**src/rtl/pipeline_ctrl_pkg.sv**
```systemverilog
// Shared constants for the pipeline step controller and the pipeline latches it drives.
// The mode encodings must match what the IF/ID, ID/EX, EX/MEM and MEM/WB latches compare against.
package pipeline_ctrl_pkg;

  localparam logic [1:0] MODE_HOLD = 2'b00;
  localparam logic [1:0] MODE_CONT = 2'b01;
  localparam logic [1:0] MODE_STEP = 2'b11;

  typedef enum logic [2:0] {
    ST_IDLE      = 3'd0,
    ST_RUN       = 3'd1,
    ST_STEP_WAIT = 3'd2,
    ST_STEP_EXEC = 3'd3,
    ST_HALTED    = 3'd4
  } state_t;

  function automatic logic [1:0] mode_of(input state_t s);
    case (s)
      ST_RUN:                     return MODE_CONT;
      ST_STEP_WAIT, ST_STEP_EXEC: return MODE_STEP;
      default:                    return MODE_HOLD;
    endcase
  endfunction

endpackage

```
**src/rtl/step_edge_detect.sv**
```systemverilog
// Rising-edge detector for the debug unit's step request level.
// The first sample after reset only arms the detector, so a level already high is not a step.
module step_edge_detect (
  input  logic i_clk,
  input  logic i_reset,
  input  logic level_i,
  output logic rise_o
);

  logic prev_q;
  logic armed_q;

  always_ff @(posedge i_clk or posedge i_reset) begin
    if (i_reset) begin
      prev_q  <= 1'b0;
      armed_q <= 1'b0;
    end else begin
      prev_q  <= level_i;
      armed_q <= 1'b1;
    end
  end

  assign rise_o = armed_q & level_i & ~prev_q;

endmodule

```
**src/rtl/pipeline_step_controller.sv**
```systemverilog
// Debug-unit sequencer for the pipeline latches: continuous or single-step advance,
// EOF drain-and-freeze, saturating advance counter and a watchdog on runaway programs.
module pipeline_step_controller
  import pipeline_ctrl_pkg::*;
#(
  parameter int unsigned NB_CYCLES  = 32,
  parameter int unsigned MAX_CYCLES = 2**20
) (
  input  logic                 i_clk,
  input  logic                 i_reset,
  input  logic                 i_start_cont,
  input  logic                 i_start_step,
  input  logic                 i_step_req,
  input  logic                 i_eof_wb,
  input  logic                 i_clear,
  output logic [1:0]           o_pipeline_mode,
  output logic                 o_execute_instruct,
  output logic                 o_busy,
  output logic                 o_halted,
  output logic                 o_timeout,
  output logic [NB_CYCLES-1:0] o_cycle_count
);

  localparam logic [NB_CYCLES-1:0] WD_LIMIT = NB_CYCLES'(MAX_CYCLES - 1);
  localparam logic [NB_CYCLES-1:0] CNT_ONE  = {{(NB_CYCLES-1){1'b0}}, 1'b1};
  localparam logic [NB_CYCLES-1:0] CNT_MAX  = '1;

  state_t                state_q, state_d;
  logic [1:0]            mode_q, mode_d;
  logic                  exec_q, exec_d;
  logic                  busy_q, busy_d;
  logic                  halted_q, halted_d;
  logic                  timeout_q, timeout_d;
  logic                  pending_q, pending_d;
  logic [NB_CYCLES-1:0]  count_q, count_d;
  logic                  step_rise;
  logic                  advance;
  logic                  wd_hit;

  step_edge_detect u_step_edge (
    .i_clk   (i_clk),
    .i_reset (i_reset),
    .level_i (i_step_req),
    .rise_o  (step_rise)
  );

  // Outputs mirror state_q, so "latches advanced this cycle" is RUN or STEP_EXEC.
  always_comb begin
    advance = (state_q == ST_RUN) || (state_q == ST_STEP_EXEC);
    wd_hit  = advance && (count_q == WD_LIMIT);
  end

  always_comb begin
    state_d   = state_q;
    timeout_d = timeout_q;
    pending_d = pending_q;
    count_d   = count_q;

    if (advance && (count_q != CNT_MAX)) begin
      count_d = count_q + CNT_ONE;
    end

    case (state_q)
      ST_IDLE: begin
        pending_d = 1'b0;
        if (i_start_cont) begin
          state_d = ST_RUN;
        end else if (i_start_step) begin
          state_d = ST_STEP_WAIT;
        end
      end
      ST_RUN: begin
        if (i_eof_wb) begin
          state_d = ST_HALTED;
        end else if (wd_hit) begin
          state_d   = ST_HALTED;
          timeout_d = 1'b1;
        end
      end
      ST_STEP_WAIT: begin
        if (i_eof_wb) begin
          state_d = ST_HALTED;
        end else if (step_rise || pending_q) begin
          state_d   = ST_STEP_EXEC;
          pending_d = 1'b0;
        end
      end
      ST_STEP_EXEC: begin
        // Only one step can be queued behind the one executing now.
        if (step_rise) begin
          pending_d = 1'b1;
        end
        if (i_eof_wb) begin
          state_d = ST_HALTED;
        end else if (wd_hit) begin
          state_d   = ST_HALTED;
          timeout_d = 1'b1;
        end else begin
          state_d = ST_STEP_WAIT;
        end
      end
      ST_HALTED: begin
        if (i_clear) begin
          state_d   = ST_IDLE;
          count_d   = '0;
          timeout_d = 1'b0;
          pending_d = 1'b0;
        end
      end
      default: begin
        state_d = ST_IDLE;
      end
    endcase
  end

  always_comb begin
    mode_d   = mode_of(state_d);
    exec_d   = (state_d == ST_STEP_EXEC);
    busy_d   = (state_d == ST_RUN) || (state_d == ST_STEP_WAIT) || (state_d == ST_STEP_EXEC);
    halted_d = (state_d == ST_HALTED);
  end

  always_ff @(posedge i_clk or posedge i_reset) begin
    if (i_reset) begin
      state_q   <= ST_IDLE;
      mode_q    <= MODE_HOLD;
      exec_q    <= 1'b0;
      busy_q    <= 1'b0;
      halted_q  <= 1'b0;
      timeout_q <= 1'b0;
      pending_q <= 1'b0;
      count_q   <= '0;
    end else begin
      state_q   <= state_d;
      mode_q    <= mode_d;
      exec_q    <= exec_d;
      busy_q    <= busy_d;
      halted_q  <= halted_d;
      timeout_q <= timeout_d;
      pending_q <= pending_d;
      count_q   <= count_d;
    end
  end

  assign o_pipeline_mode    = mode_q;
  assign o_execute_instruct = exec_q;
  assign o_busy             = busy_q;
  assign o_halted           = halted_q;
  assign o_timeout          = timeout_q;
  assign o_cycle_count      = count_q;

endmodule
```
**config.mk**
```make
export PLATFORM = sky130hd
export DESIGN_NAME = pipeline_step_controller
export DESIGN_NICKNAME = d
export VERILOG_FILES = /design/src/rtl/pipeline_ctrl_pkg.sv /design/src/rtl/step_edge_detect.sv /design/src/rtl/pipeline_step_controller.sv
export SDC_FILE = /design/constraint.sdc
export NUM_CORES = 1
export LEC_CHECK = 0
export ABC_AREA = 0
export CORE_MARGIN = 2
export CORE_UTILIZATION = 55
export DETAILED_ROUTE_END_ITERATION = 8
export PLACE_DENSITY = 0.84
export SYNTH_ARGS = -nofsm -noshare
export SYNTH_HDL_FRONTEND = slang
export SYNTH_SLANG_ARGS = --single-unit
```
**constraint.sdc**
```tcl
create_clock -name i_clk -period 5.1 [get_ports i_clk]
set_input_delay 0.765 -clock i_clk [delete_from_list [all_inputs] [get_ports i_clk]]
set_output_delay 0.765 -clock i_clk [all_outputs]
set_load 0.01 [all_outputs]
```
Word-level counts from Yosys, hierarchy flattened
Cells that the tools add are included.

storage, ports and cells
  logic and storage cells = 65
  input bits = 7
  register bits = 44
  output and inout port bits = 38

operators by class
  reduce and logical (&&, ||, !) cells = 13
  add/subtract/negate cells = 1
  eq/ne operators = 16
  multiplexer cells = 22
  bitwise operators = 3

operators with widths
  cell                                                                     number
  32-bit two-way mux                                                       3
  32-bit by 1-bit adder with 32-bit output, second input constant          1
  32-bit by 20-bit equality test with 1-bit output, second input constant  1
  32-bit inequality test, second input constant                            1
  3-bit two-way mux                                                        9
  3-bit case mux with 5 select lines                                       1
  3-bit by 2-bit equality test with 1-bit output, second input constant    4
  2-bit inequality test, second input constant                             5
  3-bit by 1-bit equality test with 1-bit output, second input constant    2
  3-bit equality test, second input constant                               2
  1-bit two-way mux                                                        6
  5-bit AND reduction                                                      1
  1-bit logical OR                                                         4
  1-bit case mux with 4 select lines                                       1
  2-bit case mux with 2 select lines                                       1
  4-bit AND reduction                                                      1
  4-bit nonzero test                                                       1
  2-bit OR reduction                                                       2
  3-bit logical NOT                                                        1
  1-bit bitwise AND                                                        2
  1-bit logical AND                                                        2
  2-bit by 1-bit inequality test with 1-bit output, second input constant  1
  1-bit case mux with 2 select lines                                       1
  2-bit nonzero test                                                       1
  1-bit inverter                                                           1

Logic depth before layout (Yosys ltp)
  depth in word-level cells = 9
  depth in mapped cells = 7

Cells and area by module
A second synthesis with hierarchy kept.

unflattened totals
  cells, all modules = 255
  area, all modules = 2,351.0 um^2

modules (own cells, without submodules)
  module                    seq. area each (um^2)  cells an instance  area each (um^2)  instances
  pipeline_step_controller  1,051.0                250                2,284.7           1
  step_edge_detect          50.0                   5                  66.3              1

Worst setup path after synthesis
Ideal clock, no wire load.

  path kind = reg2reg
  start = reg count_q[0] (netlist: o_cycle_count[0])
  end = reg count_q[22] (netlist: o_cycle_count[22])
  data required time = 5.034 ns
  path buffers = 0
  slack = 3.020 ns
  arrival = 2.014 ns
  stages on the path, launching flop included = 7
  period minus slack after synthesis = 2.080 ns
  path through = dfrtp_1 > ha_1 > nand3_1 > nor4_1 > nand2_1 > or4_1 > nand2_1

on the way
  cells in the longest elaborated chain, start to end = 5

RTL lines
  element                                                                           line                             text
  start: declaration                                                                pipeline_step_controller.sv:35   logic [NB_CYCLES-1:0] count_q, count_d;
  start signal: assignment                                                          pipeline_step_controller.sv:141  count_q <= count_d;
  branches (longest 2 deep; another with 32-bit by 1-bit adder with 32-bit output)  -
  32-bit two-way mux *                                                              pipeline_step_controller.sv:59   if (advance && (count_q != CNT_MAX)) begin
  32-bit two-way mux                                                                pipeline_step_controller.sv:103  if (i_clear) begin
  32-bit two-way mux *                                                              pipeline_step_controller.sv:63   case (state_q)
  named net count_d[22]                                                             pipeline_step_controller.sv:35

Mark *: on every way through the listed nets, which the timed path passes.
A chain may end at the register's enable or synchronous reset.

Worst setup path in the final report
  start = reg count_q[20] (netlist: o_cycle_count[20])
  end = reg count_q[8] (netlist: o_cycle_count[8])

on the way
  cells in the longest elaborated chain, start to end = 5

RTL lines
  element                   line
  32-bit inequality test *  pipeline_step_controller.sv:59
  1-bit logical AND *       pipeline_step_controller.sv:59
  32-bit two-way mux *      pipeline_step_controller.sv:59
  32-bit two-way mux        pipeline_step_controller.sv:103
  32-bit two-way mux *      pipeline_step_controller.sv:63
  named net count_d[8]      pipeline_step_controller.sv:35

Mark *: on every way through the listed nets, which the timed path passes. The rest lies on a longest branch.

==> results.py <==
metrics = {
    "clock_network": {
        "clkSlewWorstSetupHoldPaths_ns": 0.08,
        "ctsHtreeMaxLevel": 2,
        "cts_post_setup_buffers_inserted": 0,
        "cts_root_buf": "clkbuf_8",
        "clock_latency_ns": 0.30,
        "tritoncts": "done",
        "hold_buffers": 0,
        "tritoncts.num_buffers": 5,
        "clk_path_buf_depth": 2,
        "cts_repair_resize_count": 0,
        "clock_sinks": 44,
    },
    "synthesis": {
        "yosysTopAreaCell": "dfrtp_1",
        "yosysSeqAreaShare": 0.4764,
        "syn_inst": 238,
        "synthFlopType": "dfrtp_1",
        "postSynth.asyncResetShare": 1.000,
        "syn_nets": 246,
        "syn-mean-instance-area_sq_um": 9.710,
        "synth_top_cell_area_share": 0.4764,
        "synth_most_common_cell": "dfrtp_1",
        "synth_fa_ha_area_frac": 0.005414,
        "post_synth_mux_area_share": 0.02599,
        "yosysUniqueCellTypes": 49,
        "xor_xnor_fraction_of_synth_area": 0.02653,
        "synth_top_family_by_area": "simple AND/OR/NAND/NOR gates",
        "post_synth_main_area_contributors": "dfrtp_1 (48%), nand2_1 (4.4%), nand3_1 (3.7%)",
        "synth_commonest_cells": "dfrtp_1 (44), nand2_1 (27), nand3_1 (17), nor2_1 (15), a21oi_1 (13)",
        "yosysWarningCount": 0,
        "synth.cell_area_sq_um": 2311,
        "ys_ff_latch": 44,
        "post_synth_edffs": 0,
        "post_synthesis_compound_gate_area_fraction": 0.1548,
        "post_synth_and_or_nand_nor_area_fraction": 0.2745,
    },
    "die": {
        "io-pin-count": 45,
        "rows": 23,
        "start_util": 0.5736,
        "die-area_sq_um": 4736,
        "chipHeight_um": 68.82,
        "die_boundary_width_um": 68.82,
        "area_of_the_core_sq_um": 4029,
    },
    "timing": {
        "clock_skew_ns": 0.008059,
        "slew_hr": 0.2853,
        "final-setup-viol-count": 0,
        "final-max-slew-violation-count": 0,
        "finalHoldWorstSlack_ns": 0.5182,
        "tns_ns": 0,
        "period_needed_ns": 2.633,
        "report.final.hold_viol_count": 0,
        "fmax_mhz": 379.8,
        "layout_worst_path_cycle_share": 0.5163,
        "worst-slew-pin-transition_ns": 1.063,
        "grt_setup_unrepaired": "false",
    },
    "power": {
        "power_density_nw_per_um2": 470.8,
        "worst_ir_drop_vdd_mv": 0.2647,
        "p_leak_uw": 0.001152,
        "power.total_uw": 1344,
    },
    "global_route": {
        "grt_util_met3": 0.05357,
        "grt_start_max_net_pins": 45,
        "first_global_vias": 1858,
        "use_met2": 0.4014,
        "grt_most_used_layer": "met2",
        "global_route.usage.met1": 0.3195,
        "initial_antenna_violation_count": 0,
        "grt.overflow.total": 0,
        "global_route.usage.total": 0.2462,
        "grt_pass1_wl_um": 8659,
    },
    "setup_path": {
        "worst_r2r_path_depth": 5,
        "max_stage_delay_ns": 0.89,
        "path_delay_family": "simple AND/OR/NAND/NOR gates",
        "reg2reg_setup_slack_ns": 2.47,
        "cp.depth": 5,
        "critPathCapture": "o_cycle_count[8]$_DFF_PP0_",
        "critical_path_cell_by_cell": "nand4_1 -> or4_1 -> o31ai_1 -> or3_1 -> a21oi_1",
        "critPathMaxFanout": 11,
        "worst_r2r_startpoint": "o_cycle_count[20]$_DFF_PP0_",
        "cp_data_arrival_time_ns": 2.78,
        "crit_slowest_cell": "o31ai_1",
        "timing.critical_path.required_ns": 5.24,
        "critPathKind": "flop to flop",
        "timing.critical_path.from": "o_cycle_count[20]$_DFF_PP0_",
        "timing.critical_path.to_type": "flop",
        "timing.critical_path.from_type": "flop",
        "regToRegEndpoint": "o_cycle_count[8]$_DFF_PP0_",
        "worst-path-buf-inv": 0,
    },
    "routing": {
        "drt-pass1-iter-count": 6,
        "post_drt_via_cell_ratio": 6.183,
        "drt-initial-drc-count": 241,
        "detail-route-antenna-nets": 0,
        "drt-wirelength-per-cell_um": 16.09,
        "route.vias.total": 2065,
        "detail_route.drc_violations": 0,
        "detail_route.wirelength_um": 5375,
    },
    "finish": {
        "drive_above_1_share": 0.07394,
        "antennaDiodeCount": 0,
        "post-route-cell-area_sq_um": 2854,
        "final_util": 0.7084,
        "synthToLayoutAreaGrowth_pct": 23.50,
        "nNetsFinal": 291,
        "fillCellCount": 323,
    },
    "run_status": {
        "status": "completed",
    },
    "place": {
        "place_hpwl_um": 3644,
        "globalplace.congestion": 0.9282,
        "place_area_sq_um": 2764,
        "io_buffers": 44,
    },
    "hold_path": {
        "hold_start": "o_timeout$_DFFE_PP0P_",
        "hp-class": "flop to flop",
    },
    "run": {
        "max_cap_violations": 0,
    },
}
per-layer routing:
metal  part of all wire  up-vias  routed length, um
met4              0.012        0                 67
met2               0.51       65               2716
li1                   -      987                  -
met5                  0        -                  0
met3              0.054        8                292
met1               0.43     1005               2298
layout by cell type (no fill, tap or decap), types with 2 or more instances in the layout:
cell              n
o211ai_1          5
mux2i_1           6
nor2_1           15
or4_1             4
and3_1            2
nor4_1            7
o31ai_1          11
xnor2_1           4
nor3_1            7
nand3_1          17
and3_2            2
xor2_1            3
nand4_1           7
clkdlybuf4s50_1  44
and4_1            2
a211oi_1          4
clkbuf_1          2
inv_1             6
a31oi_1           4
nand3b_1          2
a21oi_1          13
nand2_1          27
dfrtp_1          44
clkbuf_8          6
o21ai_0          10
or3_1             6
sequential cells by signal (all words and copies together) (netlist names):
| name | cells |
|---|---|
| o_cycle_count | 32 |
| o_execute_instruct | 1 |
| u_step_edge.prev_q | 1 |
| u_step_edge.armed_q | 1 |
| pending_q | 1 |
| o_pipeline_mode | 2 |
| o_halted | 1 |
| o_busy | 1 |
| state_q | 3 |
| o_timeout | 1 |
stage by stage:
step / instances / worst slack [ns]
finish: 334 / 2.467
global route: 334 / 2.253
CTS: 334 / 2.453
detailed placement: 326 / 2.470
global placement: 326 / 2.567
floorplan: 238 / 3.020
final cells by class:
| class | count | area [sq um] | area share |
|---|---|---|---|
| clock buffer | 8 | 90.09 | 0.03157 |
| inverter | 6 | 22.52 | 0.007891 |
| tap | 50 | 62.56 | 0.02192 |
| multi-input combinational | 181 | 1130 | 0.3959 |
| sequential | 44 | 1101 | 0.3858 |
| timing repair buffer | 45 | 447.9 | 0.1569 |
worst min-delay path, cell delays in order, from the launching register on:
cell     delay [ns]
dfrtp_1        0.36
nand2_1        0.05
o21ai_0        0.07
where the power goes:
group | total [uW] | leakage [uW] | switching, uW | internal (uW)
clock network | 227 | 0.0000455 | 116 | 111
registers | 613 | 0.000586 | 157 | 456
logic | 503 | 0.000520 | 235 | 268
total | 1340 | 0.00115 | 509 | 835
cell families after synthesis:
| group | count (synthesis) |
|---|---|
| buffers and inverters | 13 |
| adder cells (fa/ha/maj) | 1 |
| AND/OR/NAND/NOR | 111 |
| AO/OA/AOI/OAI | 55 |
| flip-flops | 44 |
| other | 1 |
| multiplexers | 6 |
| XOR/XNOR | 7 |
worst min path at each step:
stage / endpoint / cells after the start
CTS: o_timeout$_DFFE_PP0P_ / 2
global placement: o_timeout$_DFFE_PP0P_ / 2
detailed placement: o_timeout$_DFFE_PP0P_ / 2
finish: o_timeout$_DFFE_PP0P_ / 2
floorplan: pending_q$_DFFE_PP0P_ / 2
global route: o_cycle_count[6]$_DFF_PP0_ / 1
(Power assumes the default switching activity.)
